<file path="config.mk">
export PLATFORM = sky130hd
export DESIGN_NAME = mem_stage_ctrl
export DESIGN_NICKNAME = d
export VERILOG_FILES = /design/src/rtl/mem_pkg.sv /design/src/rtl/mem_lane_align.sv /design/src/rtl/mem_stage_ctrl.sv
export SDC_FILE = /design/constraint.sdc
export NUM_CORES = 1
export LEC_CHECK = 0
export CORE_ASPECT_RATIO = 1.5
export CORE_MARGIN = 2
export CORE_UTILIZATION = 50
export DETAILED_ROUTE_END_ITERATION = 8
export DONT_BUFFER_PORTS = 1
export PLACE_DENSITY = 0.67
export SLEW_MARGIN = 25
export SYNTH_ARGS = -nofsm -noshare
export SYNTH_HDL_FRONTEND = slang
export SYNTH_SLANG_ARGS = --single-unit
</file>
<file path="constraint.sdc">
create_clock -name clk -period 1.9 [get_ports clk]
set_input_delay 0.38 -clock clk [delete_from_list [all_inputs] [get_ports clk]]
set_output_delay 0.38 -clock clk [all_outputs]
set_load 0.02 [all_outputs]
</file>
<file path="src/rtl/mem_pkg.sv">
// Shared definitions for the M-stage data-memory controller: funct3 encodings,
// FSM states and the access legality / alignment rules.
package mem_pkg;

  localparam logic [2:0] F3_B  = 3'b000;
  localparam logic [2:0] F3_H  = 3'b001;
  localparam logic [2:0] F3_W  = 3'b010;
  localparam logic [2:0] F3_BU = 3'b100;
  localparam logic [2:0] F3_HU = 3'b101;

  typedef enum logic [1:0] {
    ST_IDLE = 2'd0,
    ST_WAIT = 2'd1,
    ST_DONE = 2'd2
  } mem_state_e;

  // Stores only exist in signed-agnostic B/H/W forms; loads also allow BU/HU.
  function automatic logic funct3_legal(input logic is_store, input logic [2:0] f3);
    logic ok;
    ok = 1'b0;
    case (f3)
      F3_B, F3_H, F3_W: ok = 1'b1;
      F3_BU, F3_HU:     ok = ~is_store;
      default:          ok = 1'b0;
    endcase
    return ok;
  endfunction

  function automatic logic misaligned(input logic [2:0] f3, input logic [1:0] addr_lo);
    logic bad;
    bad = 1'b0;
    case (f3)
      F3_H, F3_HU: bad = addr_lo[0];
      F3_W:        bad = (addr_lo != 2'b00);
      default:     bad = 1'b0;
    endcase
    return bad;
  endfunction

  function automatic logic access_ok(input logic is_store, input logic [2:0] f3,
                                     input logic [1:0] addr_lo);
    return funct3_legal(is_store, f3) & ~misaligned(f3, addr_lo);
  endfunction

endpackage

</file>
<file path="src/rtl/mem_lane_align.sv">
// Combinational byte-lane steering: store data replication and byte enables,
// and load lane selection with sign/zero extension.
module mem_lane_align
  import mem_pkg::*;
(
  input  logic [2:0]  st_funct3,
  input  logic [1:0]  st_addr_lo,
  input  logic [31:0] st_data,
  input  logic [2:0]  ld_funct3,
  input  logic [1:0]  ld_addr_lo,
  input  logic [31:0] ld_word,
  output logic [31:0] st_wdata,
  output logic [3:0]  st_be,
  output logic [31:0] ld_ext
);

  logic [31:0] ld_shifted;
  logic [7:0]  ld_byte;
  logic [15:0] ld_half;

  always_comb begin
    st_wdata = st_data;
    st_be    = 4'b1111;
    case (st_funct3)
      F3_B: begin
        st_wdata = {4{st_data[7:0]}};
        st_be    = 4'b0001 << st_addr_lo;
      end
      F3_H: begin
        st_wdata = {2{st_data[15:0]}};
        st_be    = st_addr_lo[1] ? 4'b1100 : 4'b0011;
      end
      default: begin
        st_wdata = st_data;
        st_be    = 4'b1111;
      end
    endcase
  end

  always_comb begin
    ld_shifted = ld_word >> {ld_addr_lo, 3'b000};
    ld_byte    = ld_shifted[7:0];
    ld_half    = ld_addr_lo[1] ? ld_word[31:16] : ld_word[15:0];
    case (ld_funct3)
      F3_B:    ld_ext = {{24{ld_byte[7]}}, ld_byte};
      F3_BU:   ld_ext = {24'h000000, ld_byte};
      F3_H:    ld_ext = {{16{ld_half[15]}}, ld_half};
      F3_HU:   ld_ext = {16'h0000, ld_half};
      default: ld_ext = ld_word;
    endcase
  end

endmodule

</file>
<file path="src/rtl/mem_stage_ctrl.sv">
// M-stage data-memory controller: accepts a load/store from the pipeline register,
// runs one req/ack bus transaction with timeout, and stalls the pipeline until done.
module mem_stage_ctrl
  import mem_pkg::*;
#(
  parameter int ADDR_W  = 32,
  parameter int DATA_W  = 32,
  parameter int TIMEOUT = 255
) (
  input  logic              clk,
  input  logic              rst,
  input  logic              M_valid,
  input  logic              M_read,
  input  logic              M_write,
  input  logic [2:0]        M_funct3,
  input  logic [ADDR_W-1:0] M_addr,
  input  logic [DATA_W-1:0] M_wdata,
  output logic              stall,
  output logic [DATA_W-1:0] ld_data,
  output logic              ld_valid,
  output logic              err,
  output logic              bus_req,
  output logic              bus_we,
  output logic [ADDR_W-1:0] bus_addr,
  output logic [DATA_W-1:0] bus_wdata,
  output logic [3:0]        bus_be,
  input  logic              bus_ack,
  input  logic [DATA_W-1:0] bus_rdata
);

  localparam logic [7:0] CNT_LAST = 8'(TIMEOUT - 1);

  mem_state_e  state;
  logic [7:0]  wait_cnt;
  logic [2:0]  funct3_q;
  logic [1:0]  addr_lo_q;
  logic        start;
  logic        start_ok;
  logic [31:0] st_wdata;
  logic [3:0]  st_be;
  logic [31:0] ld_ext;

  mem_lane_align u_align (
    .st_funct3  (M_funct3),
    .st_addr_lo (M_addr[1:0]),
    .st_data    (M_wdata),
    .ld_funct3  (funct3_q),
    .ld_addr_lo (addr_lo_q),
    .ld_word    (bus_rdata),
    .st_wdata   (st_wdata),
    .st_be      (st_be),
    .ld_ext     (ld_ext)
  );

  // Stall must reach the pipeline in the accept cycle itself, so it is combinational.
  always_comb begin
    start    = M_valid & (M_read | M_write);
    start_ok = access_ok(M_write, M_funct3, M_addr[1:0]);
    stall    = ((state == ST_IDLE) & start) | (state == ST_WAIT);
  end

  always_ff @(posedge clk) begin
    if (rst) begin
      state     <= ST_IDLE;
      wait_cnt  <= 8'd0;
      funct3_q  <= 3'b000;
      addr_lo_q <= 2'b00;
      ld_data   <= '0;
      ld_valid  <= 1'b0;
      err       <= 1'b0;
      bus_req   <= 1'b0;
      bus_we    <= 1'b0;
      bus_addr  <= '0;
      bus_wdata <= '0;
      bus_be    <= 4'b0000;
    end else begin
      ld_valid <= 1'b0;
      err      <= 1'b0;
      case (state)
        ST_IDLE: begin
          if (start) begin
            if (start_ok) begin
              bus_addr  <= {M_addr[ADDR_W-1:2], 2'b00};
              bus_we    <= M_write;
              bus_wdata <= st_wdata;
              bus_be    <= M_write ? st_be : 4'b1111;
              funct3_q  <= M_funct3;
              addr_lo_q <= M_addr[1:0];
              bus_req   <= 1'b1;
              wait_cnt  <= 8'd0;
              state     <= ST_WAIT;
            end else begin
              ld_data  <= '0;
              ld_valid <= 1'b1;
              err      <= 1'b1;
              state    <= ST_DONE;
            end
          end
        end
        // An ack arriving on the last permitted cycle still completes normally.
        ST_WAIT: begin
          if (bus_ack) begin
            ld_data  <= bus_we ? '0 : ld_ext;
            ld_valid <= 1'b1;
            bus_req  <= 1'b0;
            state    <= ST_DONE;
          end else if (wait_cnt == CNT_LAST) begin
            ld_data  <= '0;
            ld_valid <= 1'b1;
            err      <= 1'b1;
            bus_req  <= 1'b0;
            state    <= ST_DONE;
          end else begin
            wait_cnt <= wait_cnt + 8'd1;
          end
        end
        ST_DONE: begin
          state <= ST_IDLE;
        end
        default: begin
          state   <= ST_IDLE;
          bus_req <= 1'b0;
        end
      endcase
    end
  end

endmodule

</file>
==> results_dict.tcl <==
set metrics [dict create \
    grt_use_met3 0.101 \
    dieArea_sq_um 11000 \
    mostFrequentLayoutCells "nand2_1 (128), dfxtp_1 (117), a21oi_1 (85), nor2_1 (47), buf_4 (22)" \
    tightest_slew_ns 0.592 \
    ys_types 51 \
    cts_tree "done" \
    cts_buffers 17 \
    holdWs_ns 0.0390 \
    netlist_instances 604 \
    finalSetupViolCount 0 \
    synth-xor-area-share 0.00862 \
    combPwrFrac 0.079 \
    area_growth_pct 16.6 \
    rows 45 \
    muxShareOfSynthArea 0.0399 \
    nFillCells 916 \
    grt_max_degree 81 \
    fin_crit_sh 0.958 \
    path_buf_inv 1 \
    p_leak_nw 2.08 \
    worstPathRequired_ns 2.24 \
    ios 210 \
    p_per_area_nw_per_um2 1110 \
    avgSynthCellArea_sq_um 8.41 \
    grt_pass1_wl_mm 20.3 \
    slew_headroom 0.605 \
    use_met1 0.234 \
    drc 0 \
    swShare 0.231 \
    grt_pass1_vias 4138 \
    fin_crit_ns 1.82 \
    core_sq_um 10000 \
    pwr-share-seq 0.414 \
    path_cells "or3b_4 > a41o_4 > and2_4 > a21oi_4 > clkbuf_16 > a22o_1" \
    synth-simple-area-share 0.200 \
    grt_usage 0.235 \
    dp_cells 697 \
    hold_path_class "in2reg" \
    pwr-share-clk 0.508 \
    ys_ff_latch 117 \
    grt_most_used_layer "met2" \
    maxSlewViolCount 0 \
    root_buffer "clkbuf_16" \
    synthArstFlopShare 0 \
    final_common_cell "nand2_1" \
    die_x_um 86.3 \
    antenna_found_initial 0 \
    htreeDepth 4 \
    start_util 0.507 \
    place_hpwl_mm 9.60 \
    viasPerCell 5.96 \
    crit_path_end_kind "flop" \
    ir_worst_vdd_v 0.000774 \
    netlist_area_sq_um 5080 \
    yosys_warnings 0 \
    worst-path-max-fanout 8 \
    drive_gt1_frac 0.162 \
    vias 4370 \
    path_clk_slew_ns 0.05 \
    cts_buffer_depth 2 \
    crit_type "reg2reg" \
    die_h_um 127 \
    cap_violations 0 \
    cp_slowest_stage_delay_ns 0.39 \
    synth_top_family_by_area "compound AO/OA/AOI/OAI gates" \
    cts_sinks 117 \
    place.gp.congestion 0.932 \
    fin_cells 733 \
    synth-edff-count 0 \
    antennaDiodeCount 0 \
    cts_hold_buf 0 \
    ys_seq_area_frac 0.461 \
    final-hold-violation-count 0 \
    io_buffers 0 \
    critPathTopFamily "compound AO/OA/AOI/OAI gates" \
    outcome "completed" \
    ys.flop_type "dfxtp_1" \
    grt-ovfl-total 0 \
    switchingPower_mw 1.52 \
    final_cell_area_sq_um 5920 \
    rsz0062_at_grt "no" \
    critPathLaunchType "flop" \
    wl_per_cell_um 18.9 \
    synth_fa_ha_area_frac 0.00493 \
    clock.fmax_mhz 550 \
    met2_usage 0.415 \
    ant_nets 0 \
    drt-total-wl_mm 13.8 \
    reg2reg_slack_ns 0.08 \
    power.internal_mw 5.05 \
    cp.arrival_ns 2.16 \
    drt-initial-drc-count 139 \
    drt_first_pass_iters 5 \
    critPathSlowestCell "or3b_4" \
    synth_compound_gate_area_share 0.238 \
    insertion_delay_ns 0.40 \
    skew_ns 0.00636 \
    nets 712 \
    placed_cell_area_sq_um 5220 \
]
==> synthesized netlist by cell type (all sizes together), types with 2 or more instances <==
cell	number	area [sq um]
nor2b	7	43.8
mux2	8	90.1
xnor2	4	35.0
o21a	2	15.0
nand2b	19	119
inv	4	15.0
a21o	2	22.5
nor2	48	180
o21ai	19	95.1
mux2i	9	90.1
a311oi	8	70.1
o211ai	16	120
a21oi	86	442
nor3	14	70.1
nand2	129	484
or3	2	12.5
or4	2	18.8
buf	17	113
nand3	4	20.0
a211oi	5	42.5
a22o	23	225
or2	2	12.5
clkbuf	30	113
dfxtp	117	2340
o2bb2ai	8	70.1
ha	2	25.0
==> layout make-up <==
class                   instances  area (sq um)  share of cell area
clock buffers                  21           470              0.0795
clock inverters                 9           151              0.0256
inverters                       4          15.0             0.00254
multi-input cells             437          2520               0.425
flip-flops and latches        117          2340               0.396
well taps                     117           146              0.0247
repair buffers                 28           278              0.0469
==> power by group through the flow <==
stage                     logic [mW]  clock network [mW]  registers, mW
final                          0.516                3.33           2.72
after global routing           0.569                3.49           2.72
after CTS                      0.481                3.36           2.72
after detailed placement       0.479                   0           2.77
after global placement         0.465                   0           2.77
after floorplan                0.403                   0           2.75
==> cells by family (layout without fill, tap and decap cells) <==
logic type               Yosys count  count (layout)
XOR/XNOR                           5               5
flip-flops                       117             117
adder cells (fa/ha/maj)            2               2
buffers and inverters             51              62
AO/OA/AOI/OAI                    177             177
AND/OR/NAND/NOR                  233             233
multiplexers                      18              18
other                              1               2
==> registers in the layout, summed over array words and instances (netlist names) <==
| signal | flops |
|---|---|
| bus_addr | 30 |
| ld_valid | 1 |
| ld_data | 32 |
| bus_wdata | 32 |
| err | 1 |
| bus_req | 1 |
| addr_lo_q | 2 |
| state | 2 |
| bus_we | 1 |
| funct3_q | 3 |
| bus_be | 4 |
| wait_cnt | 8 |
==> worst register-to-register path, cell delays in order, from the launching register on <==
cell       delay, ns
dfxtp_1         0.33
or3b_4          0.39
a41o_4          0.29
and2_4          0.16
a21oi_4         0.24
clkbuf_16       0.21
a22o_1          0.14
==> per-layer routing <==
layer	vias to the layer above	wire length, um
li1	2104	-
met1	2048	4850
met2	187	7270
met3	31	1330
met4	0	389
met5	-	0
==> stage by stage <==
step,worst slack [ns],total power [mW],util,setup TNS (ns)
after CTS,0.0524,6.56,0.583,0
final,0.0807,6.57,0.591,0
after global placement,-0.0333,3.23,0.521,-1.04
after global routing,0.0356,6.79,0.591,0
after floorplan,0.0130,3.15,-,0
after detailed placement,-0.102,3.25,0.521,-3.00
==> worst paths after layout <==
path | start | endpoint | cells past startpoint
max | state[0]$_SDFFE_PP0P_ | ld_data[30]$_SDFFE_PP0P_ | 6
min | rst | bus_wdata[27]$_SDFFE_PP0P_ | 1
max reg2reg | state[0]$_SDFFE_PP0P_ | ld_data[30]$_SDFFE_PP0P_ | 6
min reg2reg | funct3_q[0]$_SDFFE_PP0P_ | funct3_q[0]$_SDFFE_PP0P_ | 2
==> repair_timing <==
item / 4_1_cts / 5_1_grt
setup endpoints to repair: 0 / 35
setup buffers: 0 / 3
resized for setup: 0 / 3
(Power assumes the default switching activity.)
